$ cat src/rtl/id_stage_ctrl.sv
// Decode-stage controller: 2-entry skid queue between fetch and execute with immediate generation.
// Define ID_ILLEGAL_CHECK_EN to add the EX_ILLEGAL flag for unrecognised opcodes.
module id_stage_ctrl (
  input  logic        CLK,
  input  logic        RESET,
  input  logic        IF_VALID,
  output logic        IF_READY,
  input  logic [31:0] IF_INSTRUCTION,
  input  logic [31:0] IF_PC,
  output logic        EX_VALID,
  input  logic        EX_READY,
  output logic [31:0] EX_INSTRUCTION,
  output logic [31:0] EX_PC,
  output logic [31:0] EX_IMMEDIATE,
  output logic [2:0]  EX_IMM_TYPE,
`ifdef ID_ILLEGAL_CHECK_EN
  output logic        EX_ILLEGAL,
`endif
  input  logic        FLUSH
);

  typedef enum logic [1:0] {
    ST_EMPTY = 2'd0,
    ST_ONE   = 2'd1,
    ST_FULL  = 2'd2
  } occ_e;

  occ_e        occ_q;
  logic        head_q;
  logic        tail_q;
  logic        push;
  logic        pop;

  logic [31:0] instr_q [2];
  logic [31:0] pc_q    [2];
  logic [31:0] imm_q   [2];
  logic [2:0]  type_q  [2];
  logic [34:0] dec_d;

  // Returns {format tag, sign-extended immediate}
  function automatic logic [34:0] decode_imm(input logic [31:0] instr);
    logic [34:0] res;
    case (instr[6:0])
      7'b0000011, 7'b0010011, 7'b1100111:
        res = {3'd1, {20{instr[31]}}, instr[31:20]};
      7'b0100011:
        res = {3'd2, {20{instr[31]}}, instr[31:25], instr[11:7]};
      7'b1100011:
        res = {3'd3, {19{instr[31]}}, instr[31], instr[7], instr[30:25], instr[11:8], 1'b0};
      7'b0110111, 7'b0010111:
        res = {3'd4, instr[31:12], 12'h000};
      7'b1101111:
        res = {3'd5, {11{instr[31]}}, instr[31], instr[19:12], instr[20], instr[30:21], 1'b0};
      default:
        res = {3'd0, 32'h0000_0000};
    endcase
    return res;
  endfunction

`ifdef ID_ILLEGAL_CHECK_EN
  logic ill_q [2];

  function automatic logic opcode_illegal(input logic [6:0] opcode);
    logic res;
    case (opcode)
      7'b0000011, 7'b0010011, 7'b1100111, 7'b0100011, 7'b0110111, 7'b0010111,
      7'b1100011, 7'b1101111, 7'b0110011, 7'b1110011, 7'b0001111: res = 1'b0;
      default: res = 1'b1;
    endcase
    return res;
  endfunction

  assign EX_ILLEGAL = ill_q[head_q];
`endif

  assign IF_READY = (occ_q != ST_FULL);
  assign EX_VALID = (occ_q != ST_EMPTY);
  assign push     = IF_VALID & IF_READY;
  assign pop      = EX_VALID & EX_READY;
  assign dec_d    = decode_imm(IF_INSTRUCTION);

  // Occupancy FSM; flush wins over any simultaneous push or pop
  always_ff @(posedge CLK or posedge RESET) begin
    if (RESET) begin
      occ_q  <= ST_EMPTY;
      head_q <= 1'b0;
      tail_q <= 1'b0;
    end else if (FLUSH) begin
      occ_q  <= ST_EMPTY;
      head_q <= 1'b0;
      tail_q <= 1'b0;
    end else begin
      case (occ_q)
        ST_EMPTY: begin
          if (push) begin
            occ_q  <= ST_ONE;
            tail_q <= ~tail_q;
          end
        end
        ST_ONE: begin
          if (push && pop) begin
            head_q <= ~head_q;
            tail_q <= ~tail_q;
          end else if (push) begin
            occ_q  <= ST_FULL;
            tail_q <= ~tail_q;
          end else if (pop) begin
            occ_q  <= ST_EMPTY;
            head_q <= ~head_q;
          end
        end
        ST_FULL: begin
          if (pop) begin
            occ_q  <= ST_ONE;
            head_q <= ~head_q;
          end
        end
        default: begin
          occ_q  <= ST_EMPTY;
          head_q <= 1'b0;
          tail_q <= 1'b0;
        end
      endcase
    end
  end

  // Entry storage, written at the tail on an accepted push; a flush leaves contents intact
  always_ff @(posedge CLK or posedge RESET) begin
    if (RESET) begin
      for (int i = 0; i < 2; i++) begin
        instr_q[i] <= 32'h0000_0000;
        pc_q[i]    <= 32'h0000_0000;
        imm_q[i]   <= 32'h0000_0000;
        type_q[i]  <= 3'd0;
`ifdef ID_ILLEGAL_CHECK_EN
        ill_q[i]   <= 1'b0;
`endif
      end
    end else if (push && !FLUSH) begin
      instr_q[tail_q] <= IF_INSTRUCTION;
      pc_q[tail_q]    <= IF_PC;
      imm_q[tail_q]   <= dec_d[31:0];
      type_q[tail_q]  <= dec_d[34:32];
`ifdef ID_ILLEGAL_CHECK_EN
      ill_q[tail_q]   <= opcode_illegal(IF_INSTRUCTION[6:0]);
`endif
    end
  end

  assign EX_INSTRUCTION = instr_q[head_q];
  assign EX_PC          = pc_q[head_q];
  assign EX_IMMEDIATE   = imm_q[head_q];
  assign EX_IMM_TYPE    = type_q[head_q];

endmodule

$ cat config.mk
export PLATFORM = sky130hd
export DESIGN_NAME = id_stage_ctrl
export DESIGN_NICKNAME = d
export VERILOG_FILES = /design/src/rtl/id_stage_ctrl.sv
export SDC_FILE = /design/constraint.sdc
export NUM_CORES = 1
export LEC_CHECK = 0
export CAP_MARGIN = 20
export CORE_UTILIZATION = 31
export DETAILED_ROUTE_END_ITERATION = 8
export REMOVE_ABC_BUFFERS = 1
export SYNTH_ARGS = -nofsm -noshare
export SYNTH_HDL_FRONTEND = slang
export SYNTH_SLANG_ARGS = --single-unit
export TNS_END_PERCENT = 5
$ cat constraint.sdc
create_clock -name CLK -period 6.3 [get_ports CLK]
set_input_delay 1.26 -clock CLK [delete_from_list [all_inputs] [get_ports CLK]]
set_output_delay 1.26 -clock CLK [all_outputs]
set_load 0.05 [all_outputs]
==> results.ini, run 1 <==
[status]
run_status = finished clean

[global_route]
grt_max_degree = 120
grt_overflow = 0
via_count_of_the_first_global_routing_pass = 7176
antenna_found_initial = 0
groute.usage.overall_pct = 16.6
grt_pass1_wl_mm = 40.4

[route]
routed_via_density = 4.73
drt_wl_total_mm = 25.0
drc = 0
ant_nets = 0
dr.first_iter.drc_count = 481
detail_route.first_pass.iterations = 5
vias = 7114
average_wire_per_standard_cell_microns = 16.6

[worst_setup_path]
setup.worst_path.start_class = flop
reg2regPathDepth = 6
timing.rr.start = occ_q[0]$_DFFE_PP0P_
critical_path.endpoint_type = output port
r2r_setup_slack_ns = 3.42
rr_endpoint = imm_q[6]$_DFFE_PP0P_
critical_path_required_ns = 5.04
critical_path_peak_fanout = 72
crit_arrival_ns = 3.26
worst-setup-path-type = flop to output port

[yosys]
post_synth_most_frequent_cells = sky130_fd_sc_hd__nand2_1, sky130_fd_sc_hd__dfrtp_1, sky130_fd_sc_hd__mux2_2
synth-seq-area-share_pct = 54.7
syn_inst = 967
synth_edf_count = 0
yosys_warnings = 0
synth-adder-area-share_pct = 0.541
syn_area_per_cell_sq_um = 9.56
post_synth_main_area_contributors = sky130_fd_sc_hd__dfrtp_1, sky130_fd_sc_hd__nand2_1, sky130_fd_sc_hd__mux2_2
synthDominantCellAreaShare_pct = 54.7
synthMuxAreaShare_pct = 12.3
synth.lib_cells_used.distinct = 49
synth-simple-area-share_pct = 21.2
yosys.area.top_type = sky130_fd_sc_hd__dfrtp_1
ys_dominant_reg_cell = sky130_fd_sc_hd__dfrtp_1
synth.cell_area_sq_um = 9250
main_combinational_cell_family_by_area_after_synthesis = simple AND/OR/NAND/NOR gates
synth_compound_area_share_pct = 7.78
ys_ff_latch = 202
xor_and_xnor_fraction_of_the_mapped_netlist_area_pct = 0
synth_async_sr_flop_share_pct = 100
yosysMostFrequentCell = sky130_fd_sc_hd__nand2_1

[clocking]
htree_levels = 1
clk_path_buf_depth = 3
post_cts_resized = 0
postCtsHoldBufs = 0
clock_tree_from_tritoncts = built
post_cts_buffers = 0
cts_inserted_buffers = 24
worstSkewPairLatency_ns = 0.50
cts.clk_slew.worst_paths_ns = 0.06
cts.root.buffer_cell = sky130_fd_sc_hd__clkbuf_16
tritoncts_num_sinks = 202

[pwr]
power_density_nw_per_um2 = 470
total_leakage_power_nw = 5.56
max-vdd-ir-drop_v = 0.000324

[place]
dpl_cell_area_sq_um = 11200
dp_hpwl_mm = 15.6
place.gp.congestion = 0.778
pre_cts_slack_ns = 2.22
buffer_ports.inserted = 169

[floorplanning]
rows = 62
die_h_microns = 175
chip_width_microns = 175
coreArea_sq_um = 29000
floorplan.die_area_sq_um = 30500
starting_utilization_of_the_core_area_pct = 31.9
io_pins = 170

[timing]
layout_min_cycle_time_ns = 4.52
period_utilisation_layout_pct = 71.8
maxClockFrequency_ghz = 0.221
finalSetupViolCount = 0
layout_setup_ws_ns = 1.78
worst_clock_skew_ns = 0.00720
timing_worst_slew_pin_value_ns = 1.04
grt_setup_unrepaired = false
timing_hold_violations_final = 0
slew_headroom_pct = 30.4
drv_slew = 0

[cells_and_area]
diodes = 0
syn_to_final_growth_pct = 29.5
post_route_cells_drive_above_1_share_pct = 14.4
fin_nets = 1180
layout.cell_area.non_filler_sq_um = 12000

[job]
cap_violations = 0

[hold_path]
hold_path_end = pc_q[46]$_DFFE_PP0P_
worst_hold_path.num_cells = 2
min-delay-start = pc_q[46]$_DFFE_PP0P_
worstHoldPathType = flop to flop

[through the flow]
stage / setup TNS (ns) / util [%] / hold slack, ns / std cells / total power [mW]
after floorplan: -95.08 / - / 0.440 / 904 / 3.59
after global placement: 0 / 38.7 / 0.452 / 1465 / 4.32
after detailed placement: 0 / 38.7 / 0.459 / 1465 / 4.35
after CTS: 0 / 41.3 / 0.473 / 1505 / 5.71
after global routing: 0 / 41.3 / 0.492 / 1505 / 5.96
final: 0 / 41.3 / 0.467 / 1505 / 5.63
[sequential cells by signal (all words and copies together), names as in the netlist]
name and cells:
imm_q 64, instr_q 64, pc_q 64, type_q 6, occ_q 2, head_q 1, tail_q 1
[where the power goes]
group | internal, mW | switching (mW)
logic | 0.837 | 1.46
registers | 1.75 | 0.260
clock network | 0.799 | 0.515
total | 3.39 | 2.24
[kinds of logic after synthesis]
logic type               count (synthesis)
AND/OR/NAND/NOR                        486
flip-flops                             202
AO/OA/AOI/OAI                          103
multiplexers                           101
buffers and inverters                   71
adder cells (fa/ha/maj)                  4
[layout by cell type (no fill, tap or decap), types with 2 or more instances in the layout]
cell type                         count
sky130_fd_sc_hd__dfrtp_1            201
sky130_fd_sc_hd__clkbuf_16           25
sky130_fd_sc_hd__and3_1               2
sky130_fd_sc_hd__o31ai_1              4
sky130_fd_sc_hd__nand3b_1             3
sky130_fd_sc_hd__buf_4                8
sky130_fd_sc_hd__clkbuf_1             5
sky130_fd_sc_hd__a21oi_1             32
sky130_fd_sc_hd__o21ai_0              8
sky130_fd_sc_hd__a211oi_1             2
sky130_fd_sc_hd__ha_1                 4
sky130_fd_sc_hd__nand2_1            436
sky130_fd_sc_hd__o22ai_1              2
sky130_fd_sc_hd__clkbuf_8             7
sky130_fd_sc_hd__mux2_2             101
sky130_fd_sc_hd__nand4b_1             2
sky130_fd_sc_hd__clkinv_2             3
sky130_fd_sc_hd__nor2b_1              2
sky130_fd_sc_hd__clkdlybuf4s50_1    169
sky130_fd_sc_hd__nor2_1              18
sky130_fd_sc_hd__a221o_1             16
sky130_fd_sc_hd__o211ai_1            24
sky130_fd_sc_hd__nand3_1              4
sky130_fd_sc_hd__nor3_2               3
sky130_fd_sc_hd__a21o_1               2
sky130_fd_sc_hd__a22oi_1              4
sky130_fd_sc_hd__inv_1                7
[area by class of cell]
| class | instances | area (sq um) |
|---|---|---|
| fillers | 2814 | 17000 |
| multi-input cells | 694 | 3890 |
| well taps | 384 | 480 |
| flip-flops and latches | 202 | 5060 |
| repair buffers | 177 | 1750 |
| inverters | 8 | 37.5 |
| clock inverters | 3 | 15.0 |
| clock buffers | 37 | 741 |
[worst max-delay path, cell delays in order (launching register included)]
cell and delay (ns):
sky130_fd_sc_hd__dfrtp_4 1.12, sky130_fd_sc_hd__buf_4 0.52, sky130_fd_sc_hd__mux2_2 0.40, sky130_fd_sc_hd__clkdlybuf4s50_1 0.70
[worst max-delay path by stage]
stage	depth (start not counted)	startpoint	to	slack (ns)
global route	3	head_q$_DFFE_PP0P_	EX_IMMEDIATE[23]	1.59
CTS	3	head_q$_DFFE_PP0P_	EX_IMMEDIATE[16]	1.70
detailed placement	5	FLUSH	imm_q[6]$_DFFE_PP0P_	2.22
global placement	3	head_q$_DFFE_PP0P_	EX_IMMEDIATE[22]	2.28
floorplan	1	RESET	head_q$_DFFE_PP0P_	-0.47
finish	3	head_q$_DFFE_PP0P_	EX_IMMEDIATE[16]	1.78
[per-layer routing]
layer	global-route usage [%]	part of all wire, %	vias up
met2	26.6	47	150
li1	-	-	3494
met1	23.6	47	3441
met5	0	0	-
met3	2.61	4.3	29
met4	3.73	1.8	0
(Power assumes the default switching activity.)
==> run 2: changes to the inputs <==
==> constraint.sdc (replaced) <==
create_clock -name CLK -period 4.29 [get_ports CLK]
set_input_delay 0.858 -clock CLK [delete_from_list [all_inputs] [get_ports CLK]]
set_output_delay 0.858 -clock CLK [all_outputs]
set_load 0.05 [all_outputs]
==> run 2 against run 1 <==
- sequential power up 46%
- cell area up 1.6%
- non-clock buffer count up 7
- worst hold slack better by 0.0011 ns
- register-to-register slack worse by 1.8 ns
- sequential share of layout area down 0.66 points
- cell count up 0.73%
- clock power up 65%
- via count up 2.6%
- highest routed layer unchanged
==> results.ini, run 2 (synthesized netlist as in run 1, its figures left out) <==
[status]
run_status = finished clean  ; unchanged

[timing]
layout_min_cycle_time_ns = 3.87
timing_worst_slew_pin_value_ns = 1.07  ; was 1.04 ns
slew_headroom_pct = 28.1  ; was 30.4%
period_utilisation_layout_pct = 90.2
maxClockFrequency_ghz = 0.258
timing.setup.tns_ns = 0  ; unchanged
grt_setup_unrepaired = false  ; unchanged
worst_clock_skew_ns = 0.00472  ; was 0.00720 ns
drv_slew = 0  ; unchanged
timing_hold_violations_final = 0  ; unchanged
finalSetupViolCount = 0  ; unchanged

[clocking]
htree_levels = 1  ; unchanged
postCtsHoldBufs = 0  ; unchanged
cts_inserted_buffers = 24  ; unchanged
post_cts_resized = 0  ; unchanged
clk_path_buf_depth = 3  ; unchanged
cts.clk_slew.worst_paths_ns = 0.06  ; about the same
clock_tree_from_tritoncts = built  ; unchanged
tritoncts_num_sinks = 202  ; unchanged
worstSkewPairLatency_ns = 0.51  ; was 0.50 ns
cts.root.buffer_cell = sky130_fd_sc_hd__clkbuf_16  ; unchanged
post_cts_buffers = 0  ; unchanged

[worst_setup_path]
setup.worst_path.start_class = flop  ; unchanged
worst-setup-path-type = flop to output port  ; unchanged
critical_path_required_ns = 3.43  ; was 5.04 ns
critical_path_peak_fanout = 54  ; was 72
critical_path.endpoint_type = output port  ; unchanged
crit_arrival_ns = 3.01  ; was 3.26 ns

[cells_and_area]
ff_latch_area_sq_um = 5060  ; unchanged
post_route_cells_drive_above_1_share_pct = 15.4  ; was 14.4%
top_flop_regs = imm_q (64), instr_q (64), pc_q (64)  ; unchanged
final_common_cell = sky130_fd_sc_hd__nand2_1  ; unchanged
multi_input_gate_area_sq_um = 3890  ; unchanged
final_cell_mix = sky130_fd_sc_hd__nand2_1, sky130_fd_sc_hd__dfrtp_1, sky130_fd_sc_hd__clkdlybuf4s50_1, sky130_fd_sc_hd__mux2_2, sky130_fd_sc_hd__a21oi_1  ; unchanged
layout.cell_area.non_filler_sq_um = 12200  ; was 12,000 sq um
syn_to_final_growth_pct = 31.6  ; was 29.5%
diodes = 0  ; unchanged
fin_nets = 1187  ; was 1,180
fillCellCount = 2849  ; was 2,814

[floorplanning]
io_pins = 170  ; unchanged
chip_width_microns = 175  ; unchanged
floorplan.die_area_sq_um = 30500  ; unchanged
die_h_microns = 175  ; unchanged
coreArea_sq_um = 29000  ; unchanged
rows = 62  ; unchanged
starting_utilization_of_the_core_area_pct = 31.9  ; unchanged

[place]
place.gp.congestion = 0.752  ; was 0.778
dp_hpwl_mm = 15.5  ; was 15.6 mm
dpl_cell_area_sq_um = 11300  ; was 11,200 sq um
buffer_ports.inserted = 169  ; unchanged

[global_route]
groute.usage.overall_pct = 16.5  ; was 16.6%
via_count_of_the_first_global_routing_pass = 7387  ; was 7,176
antenna_found_initial = 0  ; unchanged
grt_max_degree = 107  ; was 120
grt_pass1_wl_mm = 40.6  ; was 40.4 mm
grt_overflow = 0  ; unchanged

[route]
drc = 0  ; unchanged
dr.first_iter.drc_count = 419  ; was 481
drt_wl_total_mm = 25.1  ; was 25.0 mm
vias = 7298  ; was 7,114
average_wire_per_standard_cell_microns = 16.6  ; about the same
ant_nets = 0  ; unchanged
routed_via_density = 4.81  ; was 4.73
detail_route.first_pass.iterations = 5  ; unchanged

[job]
cap_violations = 0  ; unchanged

[hold_path]
worstHoldPathType = flop to flop  ; unchanged

[pwr]
max-vdd-ir-drop_v = 0.000382  ; was 0.000324 V
power_density_nw_per_um2 = 699  ; was 470 nW/um^2
total_leakage_power_nw = 5.66  ; was 5.56 nW

[run 2: final timing paths]
| path | from | to | slack (ns) | depth (start not counted) |
|---|---|---|---|---|
| worst max-delay path | head_q$_DFFE_PP0P_ | EX_IMMEDIATE[19] | 0.42 | 3 |
| worst min-delay path | pc_q[40]$_DFFE_PP0P_ | pc_q[40]$_DFFE_PP0P_ | 0.47 | 2 |
| worst max register to register | occ_q[0]$_DFFE_PP0P_ | imm_q[38]$_DFFE_PP0P_ | 1.64 | 7 |
| worst min register to register | pc_q[40]$_DFFE_PP0P_ | pc_q[40]$_DFFE_PP0P_ | 0.47 | 2 |
| max in group asynchronous | RESET | type_q[0]$_DFFE_PP0P_ | 2.55 | 3 |
| min in group asynchronous | RESET | pc_q[20]$_DFFE_PP0P_ | 0.89 | 2 |
[run 2: where the power goes]
part / internal, mW / total [mW] / switching, mW
logic: 1.24 / 3.41 / 2.16
registers: 2.58 / 2.94 / 0.359
clock network: 1.36 / 2.16 / 0.800
[run 2: stage by stage]
stage	hold WS [ns]	worst slack, ns	total power [mW]	util [%]	instances
after floorplan	0.440	-2.08	5.27	-	904
after global placement	0.453	0.959	6.34	39.0	1471
after detailed placement	0.458	0.913	6.39	39.0	1471
after CTS	0.473	0.354	8.61	41.9	1515
after global routing	0.477	0.270	8.98	41.9	1516
final	0.468	0.419	8.50	41.9	1516
[run 2: per-layer routing]
| layer | track usage, % | part of all wire, % |
|---|---|---|
| met1 | 22.4 | 46 |
| met2 | 27.1 | 47 |
| met3 | 3.33 | 6.1 |
| met4 | 3.73 | 1.4 |
| met5 | 0 | 0 |
[run 2: cell type report]
type | count | share of cell area [%]
Inverter | 8 | 0.309
Clock inverter | 9 | 1.01
Multi-Input combinational cell | 694 | 32.0
Clock buffer | 35 | 6.03
Timing Repair Buffer | 184 | 15.1
Tap cell | 384 | 3.95
Sequential cell | 202 | 41.6
[run 2: worst max-delay path: stages, from the launching register on]
cell	delay (ns)
sky130_fd_sc_hd__dfrtp_4	0.98
sky130_fd_sc_hd__buf_4	0.40
sky130_fd_sc_hd__mux2_2	0.39
sky130_fd_sc_hd__clkdlybuf4s50_1	0.71
